$ cat src/rtl/bit_serializer.sv
// bit_serializer: buffers WIDTH-bit words in a small FIFO and shifts them out
// MSB-first, one bit per clock, with no gap between consecutive words.
module bit_serializer #(
    parameter int unsigned WIDTH    = 8,
    parameter int unsigned DEPTH    = 4,
    parameter logic        IDLE_BIT = 1'b0
) (
    input  logic             clk,
    input  logic             reset,
    input  logic [WIDTH-1:0] din,
    input  logic             din_valid,
    output logic             din_ready,
    output logic             out,
    output logic             out_valid,
    output logic             last,
    output logic             busy
);

    localparam int unsigned AW = (DEPTH > 1) ? $clog2(DEPTH) : 1;
    localparam int unsigned CW = AW + 1;
    localparam int unsigned BW = (WIDTH > 1) ? $clog2(WIDTH) : 1;

    typedef enum logic {
        S_IDLE  = 1'b0,
        S_SHIFT = 1'b1
    } state_t;

    logic [WIDTH-1:0] r_mem [DEPTH];
    logic [AW-1:0]    r_wptr;
    logic [AW-1:0]    r_rptr;
    logic [CW-1:0]    r_count;

    state_t           r_state;
    logic [WIDTH-1:0] r_sr;
    logic [BW-1:0]    r_bc;
    logic             r_out;
    logic             r_out_valid;
    logic             r_last;

    logic             w_full;
    logic             w_empty;
    logic             w_push;
    logic             w_pop;
    logic [WIDTH-1:0] w_head;

    assign w_full  = (r_count == CW'(DEPTH));
    assign w_empty = (r_count == CW'(0));
    assign w_push  = din_valid && !w_full;
    // A pop only happens when a word is already stored, so a word written
    // at this edge is never loaded at the same edge.
    assign w_pop   = !w_empty && ((r_state == S_IDLE) || (r_bc == BW'(0)));
    assign w_head  = r_mem[r_rptr];

    assign din_ready = !w_full;
    assign busy      = (r_state == S_SHIFT) || !w_empty;
    assign out       = r_out;
    assign out_valid = r_out_valid;
    assign last      = r_last;

    // Word storage; contents need no reset since count gates every read.
    always_ff @(posedge clk) begin
        if (!reset && w_push) begin
            r_mem[r_wptr] <= din;
        end
    end

    // FIFO pointers and occupancy count.
    always_ff @(posedge clk) begin
        if (reset) begin
            r_wptr  <= AW'(0);
            r_rptr  <= AW'(0);
            r_count <= CW'(0);
        end else begin
            if (w_push) begin
                r_wptr <= r_wptr + AW'(1);
            end
            if (w_pop) begin
                r_rptr <= r_rptr + AW'(1);
            end
            case ({w_push, w_pop})
                2'b10:   r_count <= r_count + CW'(1);
                2'b01:   r_count <= r_count - CW'(1);
                default: r_count <= r_count;
            endcase
        end
    end

    // Shifter FSM with registered serial outputs.
    always_ff @(posedge clk) begin
        if (reset) begin
            r_state     <= S_IDLE;
            r_sr        <= WIDTH'(0);
            r_bc        <= BW'(0);
            r_out       <= IDLE_BIT;
            r_out_valid <= 1'b0;
            r_last      <= 1'b0;
        end else begin
            case (r_state)
                S_IDLE: begin
                    if (w_pop) begin
                        r_state     <= S_SHIFT;
                        r_sr        <= w_head;
                        r_bc        <= BW'(WIDTH - 1);
                        r_out       <= w_head[WIDTH-1];
                        r_out_valid <= 1'b1;
                        r_last      <= 1'b0;
                    end else begin
                        r_out       <= IDLE_BIT;
                        r_out_valid <= 1'b0;
                        r_last      <= 1'b0;
                    end
                end
                S_SHIFT: begin
                    if (r_bc != BW'(0)) begin
                        r_sr        <= r_sr << 1;
                        r_out       <= r_sr[WIDTH-2];
                        r_bc        <= r_bc - BW'(1);
                        r_last      <= (r_bc == BW'(1));
                        r_out_valid <= 1'b1;
                    end else if (w_pop) begin
                        // Gapless reload straight after the previous LSB.
                        r_sr        <= w_head;
                        r_bc        <= BW'(WIDTH - 1);
                        r_out       <= w_head[WIDTH-1];
                        r_out_valid <= 1'b1;
                        r_last      <= 1'b0;
                    end else begin
                        r_state     <= S_IDLE;
                        r_out       <= IDLE_BIT;
                        r_out_valid <= 1'b0;
                        r_last      <= 1'b0;
                    end
                end
                default: begin
                    r_state     <= S_IDLE;
                    r_out       <= IDLE_BIT;
                    r_out_valid <= 1'b0;
                    r_last      <= 1'b0;
                end
            endcase
        end
    end

endmodule
$ cat config.mk
export PLATFORM = sky130hd
export DESIGN_NAME = bit_serializer
export DESIGN_NICKNAME = d
export VERILOG_FILES = /design/src/rtl/bit_serializer.sv
export SDC_FILE = /design/constraint.sdc
export NUM_CORES = 1
export LEC_CHECK = 0
export BUFFER_PORTS_ARGS = -buffer_cell sky130_fd_sc_hd__buf_2
export CORE_MARGIN = 1.5
export CORE_UTILIZATION = 59
export DETAILED_ROUTE_END_ITERATION = 6
export HOLD_SLACK_MARGIN = 0.1
export PLACE_DENSITY = 0.78
export SLEW_MARGIN = 20
export SYNTH_ARGS = -nofsm -noshare
export SYNTH_HDL_FRONTEND = slang
export SYNTH_SLANG_ARGS = --single-unit
$ cat constraint.sdc
create_clock -name clk -period 3.12 [get_ports clk]
set_clock_uncertainty 0.2 [all_clocks]
set_input_delay 0.468 -clock clk [delete_from_list [all_inputs] [get_ports clk]]
set_output_delay 0.468 -clock clk [all_outputs]
set_load 0.02 [all_outputs]
==> results.json, run 1 <==
{
  "finalWorstSetupSlack_ps": 545,
  "synth_top_area_share_pct": 42.4,
  "root_buffer": "clkbuf_8",
  "p_int_mw": 1.42,
  "worstPathCellList": "inv_1 -> ha_1 -> nand2b_2 -> a21oi_2 -> and2_1 -> fa_1 -> a2111o_1 -> a21o_1 -> a31oi_1",
  "ios": 16,
  "synth_top_family_by_area": "simple AND/OR/NAND/NOR gates",
  "synth.area.top_cells": "edfxtp_1, dfxtp_1, mux4_2",
  "cts_buffer_depth": 2,
  "cts_setup_buffers": 0,
  "final_hold_viol_count": 0,
  "synth_fa_ha_area_share_pct": 4.75,
  "postCtsResizedCells": 0,
  "leakagePower_nw": 0.890,
  "clock.fmax_mhz": 388,
  "place_ws_ps": 572,
  "setup_tns_ps": 0,
  "p_clk_share_pct": 20.9,
  "vias_per_cell": 5.66,
  "path_clk_slew_ps": 90,
  "swShare_pct": 33.3,
  "power_mw": 2.13,
  "final_antenna_net_count": 0,
  "synth_top_area_cell": "edfxtp_1",
  "antennaDiodeCount": 0,
  "pwr-share-comb_pct": 32.7,
  "grt_pass1_vias": 1310,
  "critPathMaxStageDelay_ps": 420,
  "slew_viol_final": 0,
  "synth_xor_area_share_pct": 2.37,
  "wirelength_um": 3620,
  "mappedNetlistArea_sq_mm": 0.00227,
  "fillCellCount": 235,
  "nNetsFinal": 198,
  "cp.required_ps": 3150,
  "path_class": "register to register",
  "syn_to_final_growth_pct": 9.28,
  "yosysWarnings": 0,
  "run_status": "finished clean",
  "post-dp-hpwl_um": 2410,
  "seq_area_sq_mm": 0.00140,
  "antenna_found_initial": 0,
  "maxCapViolations": 0,
  "multi_input_area_sq_um": 803,
  "hold_path_class": "input port to register",
  "seqPwrFrac_pct": 46.4,
  "seq_area_frac_synth_pct": 61.8,
  "final_cell_mix": "edfxtp_1, dfxtp_1, nor2_1, buf_2, nand2_1",
  "finalCritPeriodShare_pct": 82.5,
  "layout_commonest_cell": "edfxtp_1",
  "die_area_sq_mm": 0.00422,
  "dr.pass1.iters": 4,
  "synth_nets": 184,
  "drc": 0,
  "coreArea_sq_mm": 0.00366,
  "setup_viol": 0,
  "ctsHoldBuffers": 0,
  "arrival_ps": 2600,
  "ir_drop_v": 0.000439,
  "yosys_register_bits": 54,
  "cellPowerDensity_mw_per_mm2": 859,
  "synth_cell_types": 35,
  "portBuffers": 15,
  "grt_max_degree": 26,
  "switchingPower_mw": 0.709,
  "grt_overflow": 0,
  "drive_gt1_share_pct": 19.4,
  "startpoint_type": "register",
  "htreeDepth": 2,
  "rsz0062_at_grt": "no",
  "crit_fanout": 6,
  "gp_congestion": 0.750,
  "worst_pin_slew_ps": 538,
  "syn_inst": 165,
  "clock_latency_ps": 300,
  "vias": 1290,
  "wire_per_inst_um": 15.9,
  "crit_slowest_cell": "fa_1",
  "rows": 22,
  "die_x_um": 65.0,
  "end_kind": "register",
  "period_minus_slack_ps": 2580,
  "tritoncts": "built",
  "die_h_um": 65.0,
  "synth_compound_area_share_pct": 7.07,
  "cts_sinks": 54,
  "synthSimpleGateAreaFrac_pct": 11.9,
  "cts_buffers": 5,
  "slew_headroom_pct": 64.1,
  "synth_area_per_cell_sq_um": 13.7,
  "grt_pass1_wl_um": 6240,
  "initial_core_util_pct": 61.9,
  "grt_use_total_pct": 20.4,
  "synthMuxAreaShare_pct": 9.33,
  "first_iter_violations": 95
}
## sequential cells by signal (all words and copies together) (netlist names), named ones only
register / flops
out_valid: 1
r_bc: 3
r_count: 3
r_sr: 7
out: 1
r_wptr: 2
r_rptr: 2
r_mem: 32
last: 1
## final timing paths
| check | end | startpoint | slack [ps] | cells after the start |
|---|---|---|---|---|
| setup / recovery | r_count[2] | r_bc[0] | 540 | 9 |
| hold / removal | r_mem[3][4] | din[4] | 170 | 1 |
| setup reg to reg | r_count[2] | r_bc[0] | 540 | 9 |
| hold reg to reg | r_sr[5] | r_sr[5] | 300 | 2 |
## Yosys cell counts
| cell | count |
|---|---|
| a2111o_1 | 1 |
| a211oi_1 | 4 |
| a21o_1 | 2 |
| a21oi_1 | 4 |
| a21oi_2 | 1 |
| a221oi_1 | 1 |
| a22oi_1 | 1 |
| a311oi_1 | 5 |
| a31oi_1 | 1 |
| and2_1 | 6 |
| buf_2 | 4 |
| clkbuf_1 | 5 |
| dfxtp_1 | 22 |
| edfxtp_1 | 32 |
| fa_1 | 1 |
| ha_1 | 7 |
| inv_1 | 6 |
| mux2_1 | 1 |
| mux2i_1 | 2 |
| mux4_2 | 8 |
| nand2_1 | 13 |
| nand2_8 | 1 |
| nand2b_1 | 3 |
| nand2b_2 | 1 |
| nand3_1 | 2 |
| nand4_1 | 1 |
| nor2_1 | 15 |
| nor2b_1 | 2 |
| nor3_1 | 5 |
| nor4b_1 | 1 |
| o311ai_1 | 1 |
| or3_1 | 1 |
| or3b_4 | 1 |
| xnor2_1 | 3 |
| xor2_4 | 1 |
## logic make-up (layout without fill, tap and decap cells)
family,after synthesis,in the layout
XOR/XNOR,4,4
multiplexers,11,11
buffers and inverters,15,30
adder cells (fa/ha/maj),8,8
flip-flops,54,54
AO/OA/AOI/OAI,21,21
AND/OR/NAND/NOR,52,52
## layout make-up
cell class | instances | area share [%]
timing repair buffer | 16 | 3.34
sequential | 54 | 56.6
multi-input combinational | 96 | 32.4
clock inverter | 2 | 1.36
inverter | 6 | 0.910
clock buffer | 6 | 2.93
tap | 48 | 2.43
## power by group through the flow
stage | clock, mW | combinational, mW | sequential, mW
after CTS | 0.454 | 0.697 | 0.987
after detailed placement | 0 | 0.685 | 1.00
after floorplan | 0 | 0.581 | 0.958
after global placement | 0 | 0.659 | 0.995
after global routing | 0.485 | 0.776 | 1.01
final | 0.445 | 0.696 | 0.986
## metal layers
| metal | vias up | wire length [um] | part of all wire (%) | global-route usage [%] |
|---|---|---|---|---|
| met3 | 6 | 107 | 3.0 | 4.17 |
| met2 | 22 | 1750 | 48 | 32.9 |
| met4 | 0 | 57 | 1.6 | 7.18 |
| li1 | 633 | - | - | - |
| met5 | - | 0 | 0 | 0 |
| met1 | 629 | 1700 | 47 | 27.6 |
## per-stage QoR
stage / std cells / util (%) / area [sq um] / hold WS (ps)
6_report: 228 / 67.6 / 2480 / 174
3_3_place_gp: 220 / 64.7 / 2370 / 274
3_5_place_dp: 220 / 64.7 / 2370 / 274
2_1_floorplan: 165 / - / 2270 / 259
5_1_grt: 228 / 67.6 / 2480 / 167
4_1_cts: 228 / 67.6 / 2480 / 167
## worst max-delay path: cells and delay by family (launching register included)
family                   cells  cell delay, ps
AO/OA/AOI/OAI                4             810
adder cells (fa/ha/maj)      2             670
buffers and inverters        1              90
flip-flops                   1             390
AND/OR/NAND/NOR              2             350
No activity file was read; power rests on OpenSTA's default activity.
==> run 2: changes to the inputs <==
Settings changed: ABC_AREA from default to 1.
Clock period 3.12 ns to 2.4 ns, I/O delays scaled along.
==> run 2 against run 1 <==
Worst hold slack better by 4.9 ps; synthesized cell count is 35% higher; sequential power is 34% higher; die area is 1.6% higher; sequential share of layout area is 2.9 points lower; non-clock buffer count is 13 higher; final cell count is 32% higher; worst setup slack worse by 320 ps; maximum frequency is 18% higher.
==> results.json, run 2 <==
{
  "run_status": "finished clean",
  "largest_register_ffs": 32,
  "grt_overflow": 0,
  "mappedNetlistArea_sq_mm": 0.00230,
  "cts_sinks": 54,
  "finalWorstSetupSlack_ps": 221,
  "antenna_found_initial": 0,
  "post-dp-hpwl_um": 2570,
  "ir_drop_v": 0.000630,
  "vias_per_cell": 5.07,
  "top_regs": "r_mem: 32 flops, r_sr: 7 flops",
  "syn_inst": 223,
  "crit_fanout": 12,
  "reg2reg_slack_ps": 220,
  "layout_commonest_cell": "nor2_1",
  "wirelength_um": 3750,
  "finalCritPeriodShare_pct": 90.8,
  "synth_area_per_cell_sq_um": 10.3,
  "synthSimpleGateAreaFrac_pct": 16.1,
  "final_cell_mix": "nor2_1, edfxtp_1, o21ai_0, dfxtp_1",
  "yosys_register_bits": 54,
  "grt_pass1_wl_um": 6310,
  "yosys_most_used_dff": "edfxtp_1",
  "p_int_mw": 1.79,
  "fillCellCount": 275,
  "tritoncts": "built",
  "dr.pass1.iters": 4,
  "place_ws_ps": 188,
  "initial_core_util_pct": 62.0,
  "coreArea_sq_mm": 0.00372,
  "arrival_ps": 2200,
  "clock_latency_ps": 310,
  "synth_top_family_by_area": "simple AND/OR/NAND/NOR gates",
  "async_flop_share_pct": 0,
  "wire_per_inst_um": 12.4,
  "cp.required_ps": 2420,
  "drc": 0,
  "leakagePower_nw": 1.04,
  "seq_area_frac_synth_pct": 60.8,
  "min_path_cells": 3,
  "nNetsFinal": 272,
  "grt_use_total_pct": 20.1,
  "die_x_um": 65.5,
  "setup_tns_ps": 0,
  "final_antenna_net_count": 0,
  "slew_headroom_pct": 60.8,
  "worstRegToRegCells": 13,
  "period_minus_slack_ps": 2180,
  "maxCapViolations": 0,
  "p_clk_share_pct": 17.1,
  "rows": 22,
  "startpoint_type": "register",
  "pwr-share-comb_pct": 38.9,
  "r2r-start": "r_bc[0]",
  "place_area_sq_mm": 0.00243,
  "hold_path_class": "input port to register",
  "cellPowerDensity_mw_per_mm2": 1150,
  "final_hold_viol_count": 0,
  "r2r-end": "r_count[2]",
  "switchingPower_mw": 1.22,
  "path_clk_slew_ps": 100,
  "synth.area.top_cells": "edfxtp_1, dfxtp_1, nor2_1",
  "swShare_pct": 40.5,
  "vias": 1532,
  "synth_xor_area_share_pct": 0,
  "ios": 16,
  "clock.fmax_mhz": 459,
  "root_buffer": "clkbuf_8",
  "synth_nets": 242,
  "stdcell_area_sq_mm": 0.00261,
  "grt_pass1_vias": 1425,
  "hold_slack_ps": 179,
  "synth_top_area_cell": "edfxtp_1",
  "die_area_sq_mm": 0.00429,
  "crit_start": "r_bc[0]",
  "synth.most_common_cell": "nor2_1",
  "yosysWarnings": 0,
  "slew_viol_final": 0,
  "ys_top_cells_by_count": "nor2_1, edfxtp_1, dfxtp_1, o21ai_0",
  "cts_buffers": 5,
  "antennaDiodeCount": 0,
  "synth-edff-count": 32,
  "seqPwrFrac_pct": 44.0,
  "gp_congestion": 0.782,
  "cts_buffer_depth": 2,
  "synth_cell_types": 27,
  "setup_viol": 0,
  "largest-register": "r_mem",
  "synthMuxAreaShare_pct": 0,
  "worst_pin_slew_ps": 587,
  "crit_end": "r_count[2]",
  "synth_fa_ha_area_share_pct": 4.67,
  "end_kind": "register",
  "rsz0062_at_grt": "no",
  "synth_top_area_share_pct": 41.7,
  "grt_max_degree": 19,
  "syn_to_final_growth_pct": 13.4,
  "die_h_um": 65.5,
  "drive_gt1_share_pct": 17.7,
  "first_iter_violations": 70,
  "path_class": "register to register",
  "htreeDepth": 2,
  "synth_compound_area_share_pct": 11.9,
  "portBuffers": 15
}
-- run 2: metal layers --
layer	vias to the layer above	GRT usage, %	wire length [um]
met5	-	0	0
met4	0	10.4	93
met3	11	4.62	149
met2	26	32.0	1750
met1	682	25.7	1760
li1	813	-	-
-- run 2: power groups by stage --
stage | Sequential, mW | Clock [mW] | Combinational (mW)
floorplan | 1.29 | 0 | 1.00
global placement | 1.34 | 0 | 1.14
detailed placement | 1.35 | 0 | 1.16
CTS | 1.32 | 0.528 | 1.18
global route | 1.35 | 0.557 | 1.34
finish | 1.32 | 0.514 | 1.17
-- run 2: worst max-delay path: stages (launching register included) --
cell and delay (ps):
dfxtp_2 360, inv_1 60, ha_1 210, nand2_2 90
nand2_4 110, nand2_8 110, inv_4 60, nand2_4 70
inv_1 50, fa_1 380, inv_1 70, nand3_1 100
a21oi_1 150, nor2_1 60
-- run 2: per-stage QoR --
stage	utilization (%)	power [mW]	instances
2_1_floorplan	-	2.29	223
3_3_place_gp	65.3	2.48	285
3_5_place_dp	65.3	2.51	285
4_1_cts	70.3	3.03	302
5_1_grt	70.3	3.25	302
6_report	70.3	3.01	302
-- run 2: area by class of cell --
cell class,count,area (sq um),share of cell area (%)
clock inverters,3,25.0,0.958
multi-input cells,138,754,28.9
inverters,25,98.8,3.78
repair buffers,29,203,7.76
flip-flops and latches,54,1400,53.7
clock buffers,5,68.8,2.63
well taps,48,60.1,2.30
-- run 2: logic make-up after synthesis --
family                     count (synthesis)
adders and majority gates                  8
buffers and inverters                     31
DFF                                       54
and+or+nand+nor                           78
AOI/OAI and AO/OA                         52
-- run 2: what timing repair did --
action,in CTS,in global routing
endpoints found under the setup margin,0,1
gates resized for setup,0,1
endpoints found under the hold margin,34,0
setup buffers,0,0
hold buffers,9,0
-- run 2: how the worst min path moves through the flow --
stage	start	endpoint	slack [ps]
3_5_place_dp	r_rptr[1]	r_rptr[1]	270
2_1_floorplan	reset	out	230
3_3_place_gp	r_rptr[1]	r_rptr[1]	270
6_report	din_valid	r_wptr[0]	180
5_1_grt	din_valid	r_wptr[1]	190
4_1_cts	din_valid	r_wptr[0]	170
